$ cat config.mk
export PLATFORM = sky130hd
export DESIGN_NAME = sample_iter_ctrl
export DESIGN_NICKNAME = d
export VERILOG_FILES = /design/src/rtl/sample_iter_ctrl.sv
export SDC_FILE = /design/constraint.sdc
export NUM_CORES = 1
export LEC_CHECK = 0
export CELL_PAD_IN_SITES_DETAIL_PLACEMENT = 1
export CELL_PAD_IN_SITES_GLOBAL_PLACEMENT = 1
export CORE_AREA = 2 2 285 287
export CTS_BUF_LIST = sky130_fd_sc_hd__clkbuf_8
export CTS_CLUSTER_DIAMETER = 40
export DETAILED_ROUTE_END_ITERATION = 16
export DIE_AREA = 0 0 287 289
export PLACE_DENSITY = 0.68
export SLEW_MARGIN = 20
export SYNTH_ARGS = -nofsm -noshare
export SYNTH_HDL_FRONTEND = slang
export SYNTH_SLANG_ARGS = --single-unit
$ cat constraint.sdc
create_clock -name clk -period 4.2 [get_ports clk]
set_clock_uncertainty 0.1 [all_clocks]
set_input_delay 0.63 -clock clk [delete_from_list [all_inputs] [get_ports clk]]
set_output_delay 0.63 -clock clk [all_outputs]
set_load 0.01 [all_outputs]
$ cat src/rtl/sample_iter_ctrl.sv
`default_nettype none
// ============================================================================
// Module      : sample_iter_ctrl
// Description : Sample-test sequencer. Accepts one triangle with its screen
//               bounding box and walks the box on the MSAA sample grid in
//               row-major order, issuing one sample location per cycle with
//               the triangle and colour held alongside.
// Revision    : 1.0 - initial release
// ============================================================================
module sample_iter_ctrl #(
    parameter int SIGFIG = 24,  // bits in colour and position
    parameter int RADIX  = 10,  // fraction bits in position
    parameter int VERTS  = 3,   // vertices per triangle
    parameter int AXIS   = 3,   // axes per vertex
    parameter int COLORS = 3    // colour channels
) (
    input  logic                                            clk,
    input  logic                                            rst,
    input  logic signed [VERTS-1:0][AXIS-1:0][SIGFIG-1:0]   tri_R13S,
    input  logic        [COLORS-1:0][SIGFIG-1:0]            color_R13U,
    input  logic signed [1:0][1:0][SIGFIG-1:0]              box_R13S,
    input  logic                                            validTri_R13H,
    input  logic        [3:0]                               subSample_RnnnnU,
    output logic                                            halt_RnnnnL,
    output logic signed [VERTS-1:0][AXIS-1:0][SIGFIG-1:0]   tri_R14S,
    output logic        [COLORS-1:0][SIGFIG-1:0]            color_R14U,
    output logic signed [1:0][SIGFIG-1:0]                   sample_R14S,
    output logic                                            validSamp_R14H
);

    typedef logic signed [SIGFIG-1:0] fix_t;
    typedef logic signed [SIGFIG:0]   ext_t;

    localparam logic [0:0] ST_WAIT = 1'b0;
    localparam logic [0:0] ST_TEST = 1'b1;

    // Grid pitch per MSAA mode, in fixed-point position units
    localparam fix_t STEP_1X  = fix_t'(1 << RADIX);
    localparam fix_t STEP_4X  = fix_t'(1 << (RADIX - 1));
    localparam fix_t STEP_16X = fix_t'(1 << (RADIX - 2));
    localparam fix_t STEP_64X = fix_t'(1 << (RADIX - 3));

    logic [0:0] state_q, state_d;
    logic       halt_q,  halt_d;
    logic       vld_q,   vld_d;

    logic signed [VERTS-1:0][AXIS-1:0][SIGFIG-1:0] tri_q,   tri_d;
    logic        [COLORS-1:0][SIGFIG-1:0]          color_q, color_d;

    // Only ll.x and ur.x/ur.y are needed during the walk: y only ever grows
    fix_t llx_q,  llx_d;
    fix_t urx_q,  urx_d;
    fix_t ury_q,  ury_d;
    fix_t step_q, step_d;
    fix_t sx_q,   sx_d;
    fix_t sy_q,   sy_d;

    fix_t w_step_sel;
    fix_t w_ll_x, w_ll_y, w_ur_x, w_ur_y;
    logic w_box_ok;
    logic w_accept;
    ext_t w_nx, w_ny, w_urx_ext, w_ury_ext;
    logic w_x_fits, w_y_fits;

    // Decode the one-hot MSAA mode into a grid step; anything else is 1x
    always_comb begin
        case (subSample_RnnnnU)
            4'b0100: w_step_sel = STEP_4X;
            4'b0010: w_step_sel = STEP_16X;
            4'b0001: w_step_sel = STEP_64X;
            default: w_step_sel = STEP_1X;
        endcase
    end

    assign w_ll_x   = $signed(box_R13S[0][0]);
    assign w_ll_y   = $signed(box_R13S[0][1]);
    assign w_ur_x   = $signed(box_R13S[1][0]);
    assign w_ur_y   = $signed(box_R13S[1][1]);
    assign w_box_ok = (w_ll_x <= w_ur_x) && (w_ll_y <= w_ur_y);
    assign w_accept = (state_q == ST_WAIT) && validTri_R13H;

    // One extra bit so the next grid position never wraps past ur
    assign w_nx      = {sx_q[SIGFIG-1], sx_q} + {1'b0, step_q};
    assign w_ny      = {sy_q[SIGFIG-1], sy_q} + {1'b0, step_q};
    assign w_urx_ext = {urx_q[SIGFIG-1], urx_q};
    assign w_ury_ext = {ury_q[SIGFIG-1], ury_q};
    assign w_x_fits  = (w_nx <= w_urx_ext);
    assign w_y_fits  = (w_ny <= w_ury_ext);

    // State register and all output/datapath registers
    always_ff @(posedge clk) begin
        if (rst) begin
            state_q <= ST_WAIT;
            halt_q  <= 1'b1;
            vld_q   <= 1'b0;
            tri_q   <= '0;
            color_q <= '0;
            llx_q   <= '0;
            urx_q   <= '0;
            ury_q   <= '0;
            step_q  <= '0;
            sx_q    <= '0;
            sy_q    <= '0;
        end else begin
            state_q <= state_d;
            halt_q  <= halt_d;
            vld_q   <= vld_d;
            tri_q   <= tri_d;
            color_q <= color_d;
            llx_q   <= llx_d;
            urx_q   <= urx_d;
            ury_q   <= ury_d;
            step_q  <= step_d;
            sx_q    <= sx_d;
            sy_q    <= sy_d;
        end
    end

    // Next state: empty boxes are consumed without leaving WAIT
    always_comb begin
        state_d = state_q;
        case (state_q)
            ST_WAIT: begin
                if (w_accept && w_box_ok) begin
                    state_d = ST_TEST;
                end
            end
            ST_TEST: begin
                if (!w_x_fits && !w_y_fits) begin
                    state_d = ST_WAIT;
                end
            end
            default: state_d = ST_WAIT;
        endcase
    end

    // Next values of the registered outputs and walk datapath
    always_comb begin
        tri_d   = tri_q;
        color_d = color_q;
        llx_d   = llx_q;
        urx_d   = urx_q;
        ury_d   = ury_q;
        step_d  = step_q;
        sx_d    = sx_q;
        sy_d    = sy_q;
        vld_d   = vld_q;
        halt_d  = (state_d == ST_WAIT);
        case (state_q)
            ST_WAIT: begin
                vld_d = 1'b0;
                if (w_accept && w_box_ok) begin
                    tri_d   = tri_R13S;
                    color_d = color_R13U;
                    llx_d   = w_ll_x;
                    urx_d   = w_ur_x;
                    ury_d   = w_ur_y;
                    step_d  = w_step_sel;
                    sx_d    = w_ll_x;
                    sy_d    = w_ll_y;
                    vld_d   = 1'b1;
                end
            end
            ST_TEST: begin
                if (w_x_fits) begin
                    sx_d = w_nx[SIGFIG-1:0];
                end else if (w_y_fits) begin
                    sx_d = llx_q;
                    sy_d = w_ny[SIGFIG-1:0];
                end else begin
                    vld_d = 1'b0;
                end
            end
            default: vld_d = 1'b0;
        endcase
    end

    assign halt_RnnnnL    = halt_q;
    assign validSamp_R14H = vld_q;
    assign tri_R14S       = tri_q;
    assign color_R14U     = color_q;
    assign sample_R14S[0] = sx_q;
    assign sample_R14S[1] = sy_q;

endmodule
`default_nettype wire

# [After elaboration in Yosys (flattened, before gate mapping)]
# Cells that the tools add are included.
[op_classes] order_cmp=4 n_eq_ne=8 reduce_logical=10 mux=15 bitwise=2 addsub=2
[ops] cell="two-way mux 24 bit" count=6
[ops] cell="case mux 24 bit (2 select lines)" count=2
[ops] cell="adder 25 x 24 -> 25 bit" count=2
[ops] cell="less-or-equal comparator 25 x 24 -> 1 bit" count=2
[ops] cell="less-or-equal comparator 24 bit" count=2
[ops] cell="case mux 11 bit (3 select lines)" count=1
[ops] cell="AND reduction 2 bit" count=3
[ops] cell="== test 4 x 1 -> 1 bit (second input constant)" count=1
[ops] cell="== test 4 x 2 -> 1 bit (second input constant)" count=1
[ops] cell="== test 4 x 3 -> 1 bit (second input constant)" count=1
[ops] cell="logical AND 1 bit" count=4
[ops] cell="two-way mux 1 bit" count=4
[ops] cell="inequality test 2 x 1 -> 1 bit (second input constant)" count=2
[ops] cell="inequality test 2 bit (second input constant)" count=2
[ops] cell="case mux 1 bit (2 select lines)" count=2
[ops] cell="inequality test 3 x 1 -> 1 bit (second input constant)" count=1
[ops] cell="AND reduction 3 bit" count=1
[ops] cell="zero test 1 bit" count=2
[ops] cell="NOT 1 bit" count=2
[totals] elab_cells=62 regBits=435 input_bits=391 out_inout_bits=338

# [Longest topological paths before layout]
# Gate-level depths: netlist (run 1).
[logic_depth] depth_word=7 ltp_mapped=21 ltp_nobuf=19

# [Least setup slack after synthesis (run 1)]
# No wires, ideal clock.
[synth_timing] kind="register -> register" startpoint="register sy_q[7]" endpoint="register sx_q[2]" setup_ns=0.116 t_arrival_ns=3.975 path_stages_with_launch=20 setup_slack_ns=0.009 period_less_slack_ns=4.191 n_path_buf=1 cell_sequence="dfxtp_1 -> ha_1 -> fa_1 -> a21o_1 -> a21oi_1 -> nor2b_1 -> and2_1 -> nand3_1 -> xnor2_1 -> ha_1 -> nand4_1 -> nor4_1 -> o21ai_0 -> o211ai_1 -> mux2i_1 -> or3_1 -> o21a_1 -> buf_6 -> a221o_1 -> o211a_1"
[synth_via] elab_chain_cells=4
[synth_lines] item="start, declared" line="56" text="fix_t sy_q, sy_d;"
[synth_lines] item="start signal, assigned" line="115" text="sy_q <= sy_d;"
[synth_lines] item="adder 25 x 24 -> 25 bit" line="84" text="assign w_ny = {sy_q[SIGFIG-1], sy_q} + {1'b0, step_q};"
[synth_lines] item="less-or-equal comparator 25 x 24 -> 1 bit" line="88" text="assign w_y_fits = (w_ny <= w_ury_ext);"
[synth_lines] item="inequality test 3 x 1 -> 1 bit (no line)"
[synth_lines] item="AND reduction 2 bit (no line)"
[synth_lines] item="end signal, assigned" line="102" text="sx_q <= '0;"
[synth_lines] item="end signal, assigned" line="114" text="sx_q <= sx_d;"
[synth_lines] item="end, declared" line="55" text="fix_t sx_q, sx_d;"
# No other way between the ends.
# A chain may end at the register's enable or synchronous reset.

# [Worst setup path in the final report (run 1)]
[layout_timing] startpoint="register step_q[7]" endpoint="register sx_q[0]"
[layout_via] elab_chain_cells=4 elab_cells_between_ends=8
[layout_lines] item="start, declared" line="54" text="fix_t step_q, step_d;"
[layout_lines] item="start signal, assigned" line="113" text="step_q <= step_d;"
[layout_lines] item="adder 25 x 24 -> 25 bit, on equally long branches" line="83, 84"
[layout_lines] item="less-or-equal comparator 25 x 24 -> 1 bit, on equally long branches" line="87, 88"
[layout_lines] item="two-way mux 24 bit or inequality test 3 x 1 -> 1 bit (tied branches)"
[layout_lines] item="case mux 24 bit (2 select lines) or AND reduction 2 bit (tied branches)"
# Parallel ways exist; a longest one is shown, timed or not.

==> metrics, run 1 <==
Vias 19.1k; CTS tree built; RSZ-0062 raised after global routing true; Post-DP HPWL 65300 um; Pwr Density 420 nW/um2; Critical Path RT 4.63 ns; ys async rst share 0%; fin nets 3661; Mapped Cells 2324; Synth top area share 45.7%; largest family of logic cells by synthesized area simple AND/OR/NAND/NOR gates; largest net degree at the start of global routing 127; worst hold margin 0.222 ns; io pins 729; simple-gate area share of the yosys netlist 20.7%; Synth Register Bits 415; starting DRC count in detailed routing 919; Worst Tran Pin Value 1.11 ns; chip height 289 um; first-pass GRT wire length 124000 um; syn_area_per_cell 7.83 um2; Post-synth EDFFs 0; post-synthesis compound-gate area fraction 16.1%; Congestion Overflow GR 0; Final Max Tran Viols 0; Hold Crit Class input pin to flip-flop; Crit Path Class flip-flop to flip-flop; total power draw 12.6 mW; Avg Vias per Cell 4.45; CTS Root Cell clkbuf_8; H-tree depth 3; final setup TNS -0.904 ns; Synth Cell Area 18200 um2; Post-CTS Hold Fix Bufs 0; vias in the first global route 19.6k; Non-Filler Instances 4298; CTS max path bufs 3; Clock Sinks 415; clock transition at the registers of the reported paths 0.06 ns; Rel. slew slack 24.9%; Core Area 79900 um2; die width 287 um; DIE AREA 82900 um2; worst path arrival time 4.68 ns; GP Congestion 0.830; post-synthesis mux area share 2.20%; Clk Latency, worst-skew pair 0.67 ns; library cells used by synthesis 57; I/O Buffers 728; ys flop type dfxtp_1; yosys warns 0; top cell type by total area after synthesis dfxtp_1; Post-Synth Adder-Cell Area 7.51%; initial core utilization 22.8%; status finished, violations left; xor and xnor area share after synthesis 1.44%; syn nets 2823; post-DR wirelength/cell 19.9 um; final wirelength 85700 um; max_cap viols 0; Worst setup EP type flip-flop; area delta synth->final 65.6%; fin crit period 4.26 ns; Inst Count DP 4098; worst slack, placed -0.489 ns; final setup fails 31; ranking of synthesized cells by area dfxtp_1 (46%), nand2_1 (17%), a21oi_1 (12%); layout cell share with drive strength beyond 1 11.4%; crit start category flip-flop; Remaining DRCs 0; failing checks negative setup slack; final worst slack -0.0554 ns; CTS buffer count 91; initial antenna violation count 12; Leak Pwr 11.5 nW; Max rail drop VDD 0.217 mV; GR Util All Layers 19.5%; Final Hold Fails 0; fin crit share 101%; Seq/Total Area, Yosys 45.7%; 1st-pass router iterations 5; Max Freq 0.235 GHz; antenna violation net count after detailed routing 0; critical path peak fanout 9; site row count 104
[final cells by class]
type | instances | area, um2
inverter | 110 | 413
tap | 1060 | 1330
clock buffer | 107 | 1470
fill | 9512 | 49800
multi-input combinational | 1650 | 9060
clock inverter | 58 | 552
sequential | 415 | 8320
timing repair buffer | 894 | 8970
antenna | 4 | 10.0
[cells in the mapped netlist, types with 9 or more instances]
| cell type | count |
|---|---|
| nand2_1 | 814 |
| nor4_1 | 9 |
| o21ai_0 | 18 |
| xnor2_1 | 22 |
| nand4_1 | 26 |
| o211ai_1 | 21 |
| inv_1 | 109 |
| dfxtp_1 | 415 |
| nand3_1 | 14 |
| nor2_1 | 44 |
| a21oi_1 | 419 |
| clkbuf_1 | 59 |
| buf_6 | 11 |
| and3_1 | 9 |
| ha_1 | 106 |
| buf_2 | 73 |
| a21o_1 | 10 |
| mux2i_1 | 40 |
[power by group]
| group | internal (mW) | switching, mW | total, mW |
|---|---|---|---|
| combinational | 1.72 | 1.62 | 3.35 |
| sequential | 4.16 | 0.161 | 4.32 |
| clock | 2.95 | 2.02 | 4.98 |
| total | 8.84 | 3.81 | 12.6 |
[registers in the layout (all words and copies together) (netlist names)]
signal / cells
sx_q: 24
validSamp_R14H: 1
tri_R14S: 216
halt_RnnnnL: 1
urx_q: 24
state_q: 1
llx_q: 24
ury_q: 24
step_q: 4
color_R14U: 72
sy_q: 24
[cell usage in the layout (no fill, tap or decap), drive strengths merged, types with 2 or more instances in the layout]
cell	n
a2111oi	2
a211o	5
a211oi	8
a21o	10
a21oi	419
a221o	8
a22oi	3
a31o	6
a31oi	4
and2	3
and3	9
buf	164
bufinv	10
clkbuf	110
clkdlybuf4s50	727
clkinv	16
clkinvlp	2
dfxtp	415
diode	4
fa	2
ha	106
inv	140
mux2i	40
nand2	814
nand3	14
nand4	26
nor2	46
nor2b	5
nor3	7
nor4	10
nor4b	2
o211a	7
o211ai	21
o21a	2
o21ai	19
o31ai	3
or2	6
or3	2
xnor2	22
xor2	8
[kinds of logic after synthesis]
group	after synthesis
buffers and inverters	259
and+or+nand+nor	947
DFF	415
adders and majority gates	108
AOI/OAI and AO/OA	525
muxes	40
xor gates and xnor gates	30
[metrics by stage]
step	cell area [um2]	util, %
detailed placement	27400	34.3
CTS	29700	37.2
global route	30100	37.7
floorplan	18200	-
finish	30100	37.7
global placement	27400	34.3
[path summary, 6_finish.rpt]
kind                             startpoint  slack, ns                        end  cells after the start
setup / recovery     step_q[7]$_SDFFE_PP0P_      -0.06       sx_q[0]$_SDFFE_PP0P_                     20
hold / removal                          rst       0.22   tri_R14S[4]$_SDFFE_PP0P_                      2
setup reg to reg     step_q[7]$_SDFFE_PP0P_      -0.06       sx_q[0]$_SDFFE_PP0P_                     20
hold reg to reg   tri_R14S[86]$_SDFFE_PP0P_       0.35  tri_R14S[86]$_SDFFE_PP0P_                      2
[per-layer routing]
metal	vias up	part of all wire (%)	GRT usage, %
met5	-	0.053	0
met3	117	7.4	6.33
li1	9392	-	-
met2	557	49	33.6
met1	9067	41	22.9
met4	8	2.8	6.21
[worst max-delay path, cell delays in order, from the launching register on]
cell	delay, ns
dfxtp_4	0.38
ha_4	0.13
inv_2	0.04
fa_2	0.34
nor2b_1	0.15
o21ai_1	0.08
nand2b_1	0.20
nand2_2	0.10
nor2_2	0.10
xnor2_1	0.09
ha_1	0.31
nand4_1	0.17
nor4_2	0.39
nand2_1	0.15
o2111ai_2	0.22
nand2_2	0.12
or3_4	0.40
o21a_4	0.15
buf_12	0.14
a221o_1	0.27
o211a_1	0.12
[repair_timing]
action | 4_1_cts | 5_1_grt
buffers inserted | 15 | 13
endpoints found under the setup margin | 44 | 44
pin swaps | 30 | 32
cloned | 1 | 3
resized for setup | 43 | 38
Note: power is estimated with default switching activity, not from simulation.
==> run 2: changes to the inputs <==
--- a/config.mk
+++ b/config.mk
@@ -10,6 +10,7 @@
 export CORE_AREA = 2 2 285 287
 export CTS_BUF_LIST = sky130_fd_sc_hd__clkbuf_8
 export CTS_CLUSTER_DIAMETER = 40
+export CTS_CLUSTER_SIZE = 14
 export DETAILED_ROUTE_END_ITERATION = 16
 export DIE_AREA = 0 0 287 289
 export PLACE_DENSITY = 0.68
==> run 2 against run 1 <==
Against the previous run: the flow still finishes with violations (negative setup slack); combinational power is 3% higher; routed wire length increased by 0.27%; power grew 3.1%; core utilization up 0.33 points; final area rose by 0.87%; first-iteration DRC count fell by 10%; largest cell class unchanged; sequential power hardly changed.
==> metrics, run 2 (synthesis results as in run 1) <==
status finished, violations left; failing checks negative setup slack; Leak Pwr 11.5 nW (about the same); met2 Use GR 33.2% (-0.44 points); H-tree depth 3 (unchanged); chip height 289 um (unchanged); crit start category flip-flop; layout cell share with drive strength beyond 1 12.1% (+0.70 points); global route hottest layer met2; most frequent cells in the layout nand2_1 (805), clkdlybuf4s50_1 (727), a21oi_1 (413); first-pass GRT wire length 123000 um (-0.21%); Vias 19.2k (+0.53%); commonest non-fill, non-tap cell in the layout nand2_1; fin nets 3658 (-0.082%); I/O Buffers 728 (unchanged); CTS tree built; Hold Path Cell Cnt 2 (unchanged); Worst setup EP type flip-flop; final setup fails 16 (-48%); clock network power share 40.5% (+1.1 points); Seq pwr share 33.2% (-1.0 points); post-DR wirelength/cell 20.0 um (+0.32%); GR Util All Layers 19.5% (about the same); site row count 104 (unchanged); CTS Root Cell clkbuf_8; Post-CTS Hold Fix Bufs 0 (unchanged); 1st-pass router iterations 7 (+2); io pins 729 (unchanged); total internal power 9.11 mW (+3.1%); Crit Path Class flip-flop to flip-flop; Critical Path RT 4.64 ns (about the same); clock transition at the registers of the reported paths 0.08 ns (+0.02 ns); Max rail drop VDD 0.223 mV (+2.9%); Inst Count DP 4098 (unchanged); CTS buffer count 86 (-5.5%); Hold Crit Class input pin to flip-flop; Pwr Density 429 nW/um2 (+2.3%); routing usage on met1 23.0% (+0.14 points); Rel. slew slack 31.4% (+6.5 points); met3 usage 6.18% (-0.15 points); filler instances 9468 (-0.46%); fin crit share 103% (+1.6 points); DIE AREA 82900 um2 (unchanged); initial core utilization 22.8% (unchanged); Core Area 79900 um2 (unchanged); largest net degree at the start of global routing 127 (unchanged); fin area 30400 um2 (+0.87%); post-layout util 38.0% (+0.33 points); Post-DP HPWL 65300 um (unchanged); P_sw 3.93 mW (+3.2%); Remaining DRCs 0 (unchanged); Clk Latency, worst-skew pair 0.68 ns (about the same); worst path arrival time 4.76 ns (+0.08 ns); vias in the first global route 19.6k (-0.13%); Congestion Overflow GR 0 (unchanged); final wirelength 85900 um (+0.27%); worst hold margin 0.214 ns (-0.00782 ns); max_cap viols 0 (unchanged); area delta synth->final 67.0%; GP Congestion 0.830 (unchanged); DP Area 27400 um2 (unchanged); starting DRC count in detailed routing 824 (-10%); antenna violation net count after detailed routing 0 (unchanged); CTS max path bufs 3 (unchanged); Max Freq 0.231 GHz (-1.6%); Final Hold Fails 0 (unchanged); critical path peak fanout 8 (-1); final worst slack -0.123 ns (-0.0679 ns); Comb pwr share 26.3% (-0.2 points); Avg Vias per Cell 4.48 (+0.58%); Final Max Tran Viols 0 (unchanged); die width 287 um (unchanged); r2r worst-path depth 21 (+5.0%); Non-Filler Instances 4296 (-0.047%); RSZ-0062 raised after global routing true; max reg flops 216 (unchanged); sw frac 30.2% (about the same); Worst Tran Pin Value 1.02 ns (-0.0959 ns); Clock Sinks 415 (unchanged); initial antenna violation count 13 (+1); worst slack, placed -0.489 ns (unchanged); fin crit period 4.32 ns (+0.0679 ns)
## run 2: changes by cell type in the layout (fill, tap and decap cells not counted), sizes merged
cell,delta
clkinv,-8
buf,+3
clkinvlp,+5
bufinv,+3
clkbuf,-1
inv,-7
diode,+3
## run 2: routing by layer
layer	vias up	share of wire, %
li1	9398	-
met1	9108	41
met2	571	48
met3	160	7.3
met4	6	3.6
met5	-	0.040
## run 2: power by group through the flow
stage                     registers [mW]  clock network (mW)  logic (mW)
after floorplan                     4.46                   0        1.26
after global placement              4.39                   0        2.84
after detailed placement            4.40                   0        2.87
after CTS                           4.32                5.44        3.06
after global routing                4.35                5.63        3.70
final                               4.33                5.28        3.44
## run 2: worst paths after layout
check | slack [ns] | endpoint | startpoint
worst min-delay path | 0.21 | tri_R14S[4]$_SDFFE_PP0P_ | rst
worst min register to register | 0.35 | tri_R14S[86]$_SDFFE_PP0P_ | tri_R14S[86]$_SDFFE_PP0P_
worst max register to register | -0.12 | sy_q[19]$_SDFFE_PP0P_ | step_q[8]$_SDFFE_PP0P_
worst max-delay path | -0.12 | sy_q[19]$_SDFFE_PP0P_ | step_q[8]$_SDFFE_PP0P_
## run 2: final cells by class
| class | count | area, um2 | area share [%] |
|---|---|---|---|
| tap | 1060 | 1330 | 4.37 |
| timing repair buffer | 896 | 8960 | 29.5 |
| sequential | 415 | 8320 | 27.4 |
| inverter | 110 | 413 | 1.36 |
| clock buffer | 107 | 1470 | 4.85 |
| multi-input combinational | 1650 | 9210 | 30.3 |
| clock inverter | 51 | 676 | 2.22 |
| antenna | 7 | 17.5 | 0.0577 |
## run 2: metrics by stage
step           TNS (ns)  total power [mW]
2_1_floorplan         0              5.72
3_3_place_gp      -7.86              7.23
3_5_place_dp     -13.61              7.27
4_1_cts         -0.0751              12.8
5_1_grt           -8.59              13.7
6_report          -1.30              13.0
## run 2: critical path: stages (launching register included)
cell and delay [ns]:
dfxtp_2 0.34, buf_6 0.13, ha_4 0.25, a21o_1 0.11
a21oi_2 0.07, o21bai_1 0.26, nand4_1 0.26, nor2_2 0.23
xor2_2 0.19, ha_1 0.27, nand4_1 0.15, buf_4 0.15
buf_4 0.10, inv_1 0.04, a22oi_2 0.14, o211ai_1 0.13
mux2i_2 0.21, or3_4 0.41, o21a_4 0.15, buf_4 0.15
buf_16 0.14, a31o_1 0.23
## run 2: what timing repair did
action	CTS	global route
gates resized for setup	46	55
endpoints found under the setup margin	44	44
pin swaps	30	36
cloned	1	2
buffers inserted	15	16
